File: config.mk
export PLATFORM = sky130hd
export DESIGN_NAME = camera_cfg_seq
export DESIGN_NICKNAME = d
export VERILOG_FILES = /design/src/rtl/camera_cfg_pkg.sv /design/src/rtl/cfg_wait_timer.sv /design/src/rtl/camera_cfg_seq.sv
export SDC_FILE = /design/constraint.sdc
export NUM_CORES = 1
export LEC_CHECK = 0
export ABC_AREA = 1
export CAP_MARGIN = 10
export CORE_ASPECT_RATIO = 0.75
export CORE_MARGIN = 2
export CORE_UTILIZATION = 40
export CTS_CLUSTER_SIZE = 24
export DETAILED_ROUTE_END_ITERATION = 10
export HOLD_SLACK_MARGIN = 0.03
export SLEW_MARGIN = 20
export SYNTH_ARGS = -nofsm -noshare
export SYNTH_HDL_FRONTEND = slang
export SYNTH_SLANG_ARGS = --single-unit
File: constraint.sdc
create_clock -name clock_i2c -period 2 [get_ports clock_i2c]
set_input_delay 0.3 -clock clock_i2c [delete_from_list [all_inputs] [get_ports clock_i2c]]
set_output_delay 0.3 -clock clock_i2c [all_outputs]
set_load 0.01 [all_outputs]
File: src/rtl/camera_cfg_pkg.sv
// Shared definitions for the camera configuration sequencer.
//   - cfg_state_e  : sequencer FSM states
//   - DELAY_MARKER : reg_addr value that turns an entry into a pause
//   - XFER_TIMEOUT : cycles allowed for one I2C write before it counts as failed
//   - ARM_CYCLES   : cycles i2c_start is held low before each attempt
//   - delay_load() : converts a delay-entry value into a wait-timer load value
package camera_cfg_pkg;

    typedef enum logic [3:0] {
        S_IDLE,
        S_PWR_WAIT,
        S_LOAD,
        S_FETCH,
        S_ARM,
        S_XFER,
        S_CHECK,
        S_DELAY,
        S_NEXT,
        S_DONE
    } cfg_state_e;

    localparam logic [15:0] DELAY_MARKER = 16'hFFFF;
    localparam int          XFER_TIMEOUT = 64;
    localparam int          ARM_CYCLES   = 2;
    localparam int          TMR_W        = 16;

    // The timer expires when it reaches zero, so a wait of N cycles loads N-1.
    // value*256 cycles; value 0 still spends the single DELAY cycle.
    function automatic logic [TMR_W-1:0] delay_load(input logic [7:0] value);
        if (value == 8'd0) return '0;
        return {value, 8'h00} - 16'd1;
    endfunction

endpackage

File: src/rtl/cfg_wait_timer.sv
// Down-counting wait timer shared by the power-up wait, the transfer
// timeout and delay entries.
//   clk_i      : clock
//   rst_i      : synchronous active-high reset
//   load_i     : load load_val_i (takes priority over counting)
//   load_val_i : cycles-1 to wait
//   count_i    : decrement while non-zero
//   expire_o   : counter is zero
module cfg_wait_timer
    import camera_cfg_pkg::*;
(
    input  logic             clk_i,
    input  logic             rst_i,
    input  logic             load_i,
    input  logic [TMR_W-1:0] load_val_i,
    input  logic             count_i,
    output logic             expire_o
);

    logic [TMR_W-1:0] cnt_q;

    always_ff @(posedge clk_i) begin
        if (rst_i) begin
            cnt_q <= '0;
        end else if (load_i) begin
            cnt_q <= load_val_i;
        end else if (count_i && cnt_q != '0) begin
            cnt_q <= cnt_q - 1'b1;
        end
    end

    assign expire_o = (cnt_q == '0);

endmodule

File: src/rtl/camera_cfg_seq.sv
// Camera configuration sequencer. Walks a configuration ROM once for
// camera 1 and once for camera 2, issuing one I2C register write per entry
// through an external write engine, with per-entry retries, a transfer
// timeout and in-table delay entries.
//   clock_i2c  : I2C bit clock, all logic on its rising edge
//   camera_rst : synchronous active-high reset
//   cfg_start  : start pulse (accepted in IDLE/DONE only)
//   lut_index  : ROM address;  lut_data : ROM word, one cycle latency
//   i2c_data   : {DEV_ADDR, reg_addr, value} to the engine
//   i2c_start  : engine run level;  tr_end/ack : engine completion/NACK
//   camera1    : target select (0 = camera 1, 1 = camera 2)
//   busy/cfg_done/cfg_error/err_count : status
module camera_cfg_seq
    import camera_cfg_pkg::*;
#(
    parameter logic [7:0] DEV_ADDR  = 8'h78,
    parameter int         LUT_SIZE  = 256,
    parameter int         MAX_RETRY = 3,
    parameter int         PWR_WAIT  = 400
) (
    input  logic        clock_i2c,
    input  logic        camera_rst,
    input  logic        cfg_start,
    output logic [8:0]  lut_index,
    input  logic [23:0] lut_data,
    output logic [31:0] i2c_data,
    output logic        i2c_start,
    input  logic        tr_end,
    input  logic        ack,
    output logic        camera1,
    output logic        busy,
    output logic        cfg_done,
    output logic        cfg_error,
    output logic [7:0]  err_count
);

    localparam logic [8:0]       LAST_IDX  = 9'(LUT_SIZE - 1);
    localparam logic [TMR_W-1:0] PWR_LOAD  = (PWR_WAIT > 0) ? TMR_W'(PWR_WAIT - 1) : '0;
    localparam logic [TMR_W-1:0] XFER_LOAD = TMR_W'(XFER_TIMEOUT - 1);
    localparam logic [7:0]       RETRY_MAX = 8'(MAX_RETRY);
    localparam logic [1:0]       ARM_LAST  = 2'(ARM_CYCLES - 1);

    cfg_state_e  state_q, state_d;
    logic [8:0]  lut_index_q, lut_index_d;
    logic [31:0] i2c_data_q, i2c_data_d;
    logic        camera1_q, camera1_d;
    logic [7:0]  retry_q, retry_d;
    logic [1:0]  arm_cnt_q, arm_cnt_d;
    logic        timeout_q, timeout_d;
    logic        cfg_error_q, cfg_error_d;
    logic [7:0]  err_count_q, err_count_d;

    logic             tmr_load;
    logic [TMR_W-1:0] tmr_val;
    logic             tmr_count;
    logic             tmr_expire;

    logic idle_like;
    logic is_marker;
    logic xfer_fail;
    logic more_work;

    assign idle_like = (state_q == S_IDLE) || (state_q == S_DONE);
    assign is_marker = (lut_data[23:8] == DELAY_MARKER);
    // A timeout fails the attempt regardless of whatever ack happens to show.
    assign xfer_fail = ack || timeout_q;
    assign more_work = (lut_index_q < LAST_IDX) || !camera1_q;

    cfg_wait_timer u_timer (
        .clk_i      (clock_i2c),
        .rst_i      (camera_rst),
        .load_i     (tmr_load),
        .load_val_i (tmr_val),
        .count_i    (tmr_count),
        .expire_o   (tmr_expire)
    );

    // State register
    always_ff @(posedge clock_i2c) begin
        if (camera_rst) state_q <= S_IDLE;
        else            state_q <= state_d;
    end

    // Next-state logic
    always_comb begin
        state_d = state_q;
        case (state_q)
            S_IDLE, S_DONE: if (cfg_start) state_d = S_PWR_WAIT;
            S_PWR_WAIT:     if (tmr_expire) state_d = S_LOAD;
            S_LOAD:         state_d = S_FETCH;
            S_FETCH:        state_d = is_marker ? S_DELAY : S_ARM;
            S_ARM:          if (arm_cnt_q == ARM_LAST) state_d = S_XFER;
            S_XFER:         if (tr_end || tmr_expire) state_d = S_CHECK;
            S_CHECK: begin
                if (!xfer_fail)              state_d = S_NEXT;
                else if (retry_q < RETRY_MAX) state_d = S_ARM;
                else                          state_d = S_NEXT;
            end
            S_DELAY:        if (tmr_expire) state_d = S_NEXT;
            S_NEXT:         state_d = more_work ? S_LOAD : S_DONE;
            default:        state_d = S_IDLE;
        endcase
    end

    // Outputs decoded from state
    always_comb begin
        i2c_start = (state_q == S_XFER);
        busy      = !idle_like;
        cfg_done  = (state_q == S_DONE);
        tmr_count = (state_q == S_PWR_WAIT) || (state_q == S_XFER) || (state_q == S_DELAY);
    end

    // Datapath next-state and timer control
    always_comb begin
        lut_index_d = lut_index_q;
        i2c_data_d  = i2c_data_q;
        camera1_d   = camera1_q;
        retry_d     = retry_q;
        arm_cnt_d   = '0;
        timeout_d   = timeout_q;
        cfg_error_d = cfg_error_q;
        err_count_d = err_count_q;
        tmr_load    = 1'b0;
        tmr_val     = '0;
        case (state_q)
            S_IDLE, S_DONE: begin
                if (cfg_start) begin
                    lut_index_d = '0;
                    camera1_d   = 1'b0;
                    retry_d     = '0;
                    cfg_error_d = 1'b0;
                    err_count_d = '0;
                    tmr_load    = 1'b1;
                    tmr_val     = PWR_LOAD;
                end
            end
            S_FETCH: begin
                i2c_data_d = {DEV_ADDR, lut_data};
                if (is_marker) begin
                    tmr_load = 1'b1;
                    tmr_val  = delay_load(lut_data[7:0]);
                end
            end
            S_ARM: begin
                arm_cnt_d = arm_cnt_q + 2'd1;
                // Arm the timeout so it starts with the first XFER cycle.
                if (arm_cnt_q == ARM_LAST) begin
                    tmr_load  = 1'b1;
                    tmr_val   = XFER_LOAD;
                    timeout_d = 1'b0;
                end
            end
            S_XFER: begin
                if (!tr_end && tmr_expire) timeout_d = 1'b1;
            end
            S_CHECK: begin
                if (xfer_fail) begin
                    if (retry_q < RETRY_MAX) begin
                        retry_d = retry_q + 8'd1;
                    end else begin
                        cfg_error_d = 1'b1;
                        if (err_count_q != 8'hFF) err_count_d = err_count_q + 8'd1;
                    end
                end
            end
            S_NEXT: begin
                retry_d = '0;
                if (lut_index_q < LAST_IDX) begin
                    lut_index_d = lut_index_q + 9'd1;
                end else if (!camera1_q) begin
                    camera1_d   = 1'b1;
                    lut_index_d = '0;
                end
            end
            default: ;
        endcase
    end

    always_ff @(posedge clock_i2c) begin
        if (camera_rst) begin
            lut_index_q <= '0;
            i2c_data_q  <= '0;
            camera1_q   <= 1'b0;
            retry_q     <= '0;
            arm_cnt_q   <= '0;
            timeout_q   <= 1'b0;
            cfg_error_q <= 1'b0;
            err_count_q <= '0;
        end else begin
            lut_index_q <= lut_index_d;
            i2c_data_q  <= i2c_data_d;
            camera1_q   <= camera1_d;
            retry_q     <= retry_d;
            arm_cnt_q   <= arm_cnt_d;
            timeout_q   <= timeout_d;
            cfg_error_q <= cfg_error_d;
            err_count_q <= err_count_d;
        end
    end

    assign lut_index = lut_index_q;
    assign i2c_data  = i2c_data_q;
    assign camera1   = camera1_q;
    assign cfg_error = cfg_error_q;
    assign err_count = err_count_q;

endmodule

== Word-level counts from Yosys, hierarchy flattened ==
Cells that the tools add are included.

* Flip-flop bits (word level): 75
* Input port bits: 29
* Output and inout port bits: 54
* Logic and storage cells: 118

* $add $sub $neg: 6
* $lt $le $gt $ge: 2
* Equal/unequal tests: 24
* Multiplexer cells: 46
* Bitwise operators: 1
* Reduce and logical (&&, ||, !) cells: 29

{| class="wikitable"
|+ Operators with widths
! operator !! count
|-
| 16-bit 2-to-1 mux || 5
|-
| 8-bit 2-to-1 mux || 6
|-
| 16-bit one-hot mux with 3 select lines || 1
|-
| 9-bit 2-to-1 mux || 4
|-
| 4-bit one-hot mux with 9 select lines || 1
|-
| 4-bit 2-to-1 mux || 8
|-
| 16-bit by 1-bit subtractor with 16-bit output, second input constant || 2
|-
| 8-bit one-hot mux with 3 select lines || 1
|-
| 2-bit inequality test, second input constant || 9
|-
| 9-bit one-hot mux with 2 select lines || 1
|-
| 8-bit by 1-bit adder with 8-bit output, second input constant || 2
|-
| 16-bit == test, second input constant || 1
|-
| 4-bit by 3-bit == test with 1-bit output, second input constant || 4
|-
| 16-bit logical NOT || 1
|-
| 8-bit one-hot mux with 2 select lines || 1
|-
| 16-bit nonzero test || 1
|-
| 1-bit 2-to-1 mux || 12
|-
| 5-bit AND reduction || 2
|-
| 9-bit by 1-bit adder with 9-bit output, second input constant || 1
|-
| 9-bit by 8-bit < comparator with 1-bit output, second input constant || 1
|-
| 3-bit AND reduction || 3
|-
| 4-bit by 2-bit == test with 1-bit output, second input constant || 2
|-
| 4-bit == test, second input constant || 2
|-
| 8-bit logical NOT || 1
|-
| other kinds (20) || 36
|}

== Logic depth before layout (Yosys ltp) ==
* Word-level depth: 8
* Mapped depth: 12
* Depth with buffers taken out: 12

== By module ==
From an unflattened synthesis, not the netlist that was laid out.

* Cells, all modules: 666
* Area total of the unflattened synthesis: 4216.5 um2

{| class="wikitable"
|+ By module, submodules not included
! module !! instances !! cells an instance !! area an instance (um2) !! sequential area each (um2)
|-
| camera_cfg_seq || 1 || 454 || 3021.6 || 1181.1
|-
| cfg_wait_timer || 1 || 212 || 1194.9 || 320.3
|}

== Worst setup path before layout ==
OpenSTA, ideal clock, no wires.

* Path kind: register to register
* Start: register err_count_q[0] (netlist: err_count[0])
* End: register err_count_q[5] (netlist: err_count[5])
* Library setup time: 70 ps
* Arrival time: 1382 ps
* Required time: 1930 ps
* Setup slack: 547 ps
* Stages on the path, launching flop included: 10
* Buffers on the path: 0
* Period minus slack after synthesis: 1453 ps
* Path through: dfxtp_1 -> ha_1 -> nand2_1 -> nor2_1 -> nand3_1 -> o21ai_1 -> nor2_4 -> nand2_2 -> nand2_1 -> a21oi_1

* Word-level cells in the longest chain between the ends: 5
* Elaborated cells on any way between the ends: 8
* Classes of those cells: add/sub: 1; eq/ne: 2; mux: 4; reduce/logical: 1

{| class="wikitable"
|+ RTL lines
! element !! RTL line !! source
|-
| start: declaration || camera_cfg_seq.sv:51 || <nowiki>logic [7:0] err_count_q, err_count_d;</nowiki>
|-
| start signal: assignment || camera_cfg_seq.sv:197 || <nowiki>err_count_q <= err_count_d;</nowiki>
|-
| 8-bit by 1-bit adder with 8-bit output || camera_cfg_seq.sv:162 || <nowiki>if (err_count_q != 8'hFF) err_count_d = err_count_q + 8'd1;</nowiki>
|-
| 8-bit 2-to-1 mux || camera_cfg_seq.sv:162 ||
|-
| 8-bit 2-to-1 mux || camera_cfg_seq.sv:158 || <nowiki>if (retry_q < RETRY_MAX) begin</nowiki>
|-
| 8-bit 2-to-1 mux || camera_cfg_seq.sv:157 || <nowiki>if (xfer_fail) begin</nowiki>
|-
| 8-bit one-hot mux with 2 select lines || camera_cfg_seq.sv:125 || <nowiki>case (state_q)</nowiki>
|}

Parallel ways exist; a longest one is shown, timed or not. The select of a mux whose other input is x is not followed.
A chain may end at the register's enable or synchronous reset.

== Worst setup path after layout ==
* Start: register state_q[0]
* End: output busy

* Word-level cells in the longest chain between the ends: 3
* Elaborated cells on any way between the ends: 4
* Classes of those cells: eq/ne: 1; reduce/logical: 3

{| class="wikitable"
|+ RTL lines
! element !! RTL line !! source
|-
| start: declaration || camera_cfg_seq.sv:43 || <nowiki>cfg_state_e state_q, state_d;</nowiki>
|-
| start signal: assignment || camera_cfg_seq.sv:81 || <nowiki>else state_q <= state_d;</nowiki>
|-
| 4-bit == test / 4-bit logical NOT (equally long branches) || camera_cfg_seq.sv:63 || <nowiki>assign idle_like = (state_q == S_IDLE) || (state_q == S_DONE);</nowiki>
|-
| 1-bit logical OR (*) || camera_cfg_seq.sv:63 ||
|-
| 1-bit logical NOT (*) || camera_cfg_seq.sv:108 || <nowiki>busy = !idle_like;</nowiki>
|-
| end: declaration || camera_cfg_seq.sv:31 || <nowiki>output logic busy,</nowiki>
|}

Every way passes the cells marked *; elsewhere a longest branch is shown, timed or not.

==> results.txt <==
status: completed
Slowest Stage Delay on Critical Path: 470 ps
CTS buffer count: 9
combinational cell fraction of total power: 0.410
Synth warnings: 0
Sequential Power Share: 0.287
VDD IR max: 0.000657 V
via count: 4,325
antenna-violating nets left: 0
max_cap viols: 0
internal power: 4230 uW
largest net degree at the start of global routing: 41
DRC violations left: 0
GRT Total Usage: 0.205
RSZ-0062 raised after global routing: false
die width: 122 um
Hold Crit Class: reg -> reg
Final Max Tran Viols: 0
Clock Tree Root: clkbuf_16
Placer Congestion: 0.908
R2R depth: 11
Util after Layout: 0.545
synthesized area per cell: 6.44 um^2
WL/cell: 12.9 um
Fmax: 525 MHz
Layout Nets: 772
PD cells: 1240 nW/um^2
synth unique cells: 32
worst hold endpoint: arm_cnt_q[0]$_SDFF_PP0_
global-route wire length before repair: 18,400 um
filler cell count: 1,001
sw power: 2650 uW
most common cell after layout, fill and taps aside: nand2_1
fin crit period: 1900 ps
sequential fraction of the synthesis area: 0.360
Worst-path clk slew: 60 ps
WS Path Type: reg -> out
hold_ws: 436 ps
Synth top area share: 0.360
CP Data Required Time: 1700 ps
Initial Utilization: 0.409
initial antenna violation count: 0
worst path cell trace: inv_2, nor2_4, nand2_2, nand2_4, inv_1, clkdlybuf4s50_1
DR iter-0 viols: 376
Pre-Repair DR Iteration Count: 5
RR Startpoint: state_q[2]$_SDFFE_PP0P_
# hold bufs at CTS: 0
Vias/cell: 4.94
Max Clock Skew: 4.11 ps
final worst-path cycle share: 0.952
crit path DAT: 1600 ps
cell area after synthesis: 4170 um^2
Synth area leader: dfxtp_1
hold path startpoint: arm_cnt_q[0]$_SDFF_PP0_
CP max-delay cell: clkdlybuf4s50_1
#FFs+latches synth: 75
most frequent cells in the layout: nand2_1 (143), nor2_1 (140), clkdlybuf4s50_1 (78), dfxtp_1 (71), inv_1 (56)
nature of the critical path endpoint: primary output
number of I/O port buffers: 78
I/O Pins: 83
ANT cells: 0
Worst-Skew Late Latency: 330 ps
row count: 32
Die Area: 11,300 um^2
area grow syn2layout: 33.4%
Overflow after GRT: 0
share of cells above drive strength 1: 0.0825
Core Box Area: 10,200 um^2
Area contributors post-synth: dfxtp_1 (36%), nand2_1 (13%), nor2_1 (13%)
net switching fraction of the power: 0.386
Die H: 92.5 um
final-report hold violation count: 0
r2r endpoint: u_timer.cnt_q[7]$_SDFFE_PP0P_
crit start category: register
H-tree depth: 3
Routed WL: 11,300 um
r2r setup slk: 220 ps
Clock power frac: 0.303
vias in the first global route: 3,794
setup violators final: 0
hpwl dp: 8050 um
critical path's top delay family: buffers and inverters
post-synthesis cell count: 648
CTS tree: done
Num Clock Sinks: 75
Max Buffers Root-to-Sink: 2
Static Leakage: 0.00234 uW
Buffers & Inverters on Critical Path: 3
hold depth: 1
crit-path max FO: 5
## stage by stage
stage               setup slack (ps)  TNS, ps  total power, uW  cell area (um^2)  std cells
global route                    3.77        0             7410              5570        875
finish                          96.9        0             6890              5570        875
global placement               -64.9     -469             4660              5130        858
detailed placement              -142    -1360             4690              5130        858
CTS                             13.0        0             6830              5530        874
floorplan                        547        0             4010              4190        651
## area by class of cell
cell class              count  area (um^2)  share of cell area
multi-input cells         494         2370               0.427
clock buffers              10          229              0.0411
repair buffers             96          916               0.164
inverters                  59          221              0.0398
well taps                 136          170              0.0306
flip-flops and latches     75         1510               0.271
clock inverters             5          150              0.0270
## worst reg2reg max path: stages (launching register included)
cell and delay [ps]:
dfxtp_2 380, inv_1 60, nor2_1 170, nand2_1 150, nor2_1 280, inv_1 140
nand2_1 130, nor2_4 90, nand2_1 80, nand2_1 60, nor2_1 90, nor2_1 40
## power groups by stage
stage               registers (uW)  clock network (uW)  logic (uW)
floorplan                     1960                   0        2050
global placement              1990                   0        2670
detailed placement            1990                   0        2700
CTS                           1970                2120        2740
global route                  2010                2190        3220
finish                        1980                2090        2820
## how the worst max path moves through the flow
stage | from | to | slack (ps) | cells past startpoint
floorplan | err_count[0]$_SDFFE_PP0P_ | err_count[5]$_SDFFE_PP0P_ | 550 | 9
detailed placement | lut_data[17] | u_timer.cnt_q[5]$_SDFFE_PP0P_ | -140 | 10
global placement | lut_data[17] | u_timer.cnt_q[4]$_SDFFE_PP0P_ | -60 | 10
CTS | state_q[2]$_SDFFE_PP0P_ | i2c_start | 10 | 3
global route | state_q[0]$_SDFFE_PP0P_ | busy | 4 | 6
finish | state_q[0]$_SDFFE_PP0P_ | busy | 100 | 6
## per-layer routing
| metal | GRT usage | part of all wire | vias up |
|---|---|---|---|
| li1 | - | - | 2227 |
| met5 | 0 | 0 | - |
| met3 | 0.0536 | 0.078 | 15 |
| met2 | 0.282 | 0.39 | 132 |
| met4 | 0.0642 | 0.014 | 0 |
| met1 | 0.308 | 0.52 | 1951 |
## cells in the mapped netlist
library cell    n
a211oi_1        1
a21oi_1        35
a21oi_2         2
buf_1           2
buf_2           1
buf_4           7
buf_6           2
clkbuf_1       12
conb_1          1
dfxtp_1        75
ha_1            8
inv_1          56
inv_2           3
nand2_1       145
nand2_2         4
nand2_4         1
nand3_1        44
nand3_4         1
nand3b_1        4
nand4_1         4
nor2_1        144
nor2_2          1
nor2_4          4
nor3_1          7
nor3b_1         6
o21ai_0        51
o21ai_1         5
o21ai_2         1
o21bai_1        1
or2_2           1
xnor2_1         7
xor2_1         12
## registers in the layout, summed over array words and instances (netlist names)
signal	cells
u_timer.cnt_q	16
retry_q	8
i2c_data	25
state_q	4
lut_index	9
camera1	1
timeout_q	1
err_count	8
cfg_error	1
arm_cnt_q	2
## cells by family (layout without fill, tap and decap cells)
group	after synthesis	in the layout	share of synthesized area
and+or+nand+nor	366	367	0.372
DFF	75	75	0.360
buffers and inverters	83	170	0.0848
AOI/OAI and AO/OA	96	96	0.119
adders and majority gates	8	8	0.0240
xor gates and xnor gates	19	19	0.0399
other	1	4	0.000898
## repair_timing
| item | CTS | global route |
|---|---|---|
| gates cloned | 0 | 1 |
| endpoints found under the setup margin | 2 | 15 |
| pin swaps | 1 | 1 |
| resized for setup | 4 | 9 |
| buffers inserted | 1 | 0 |
Note: power is estimated with default switching activity, not from simulation.
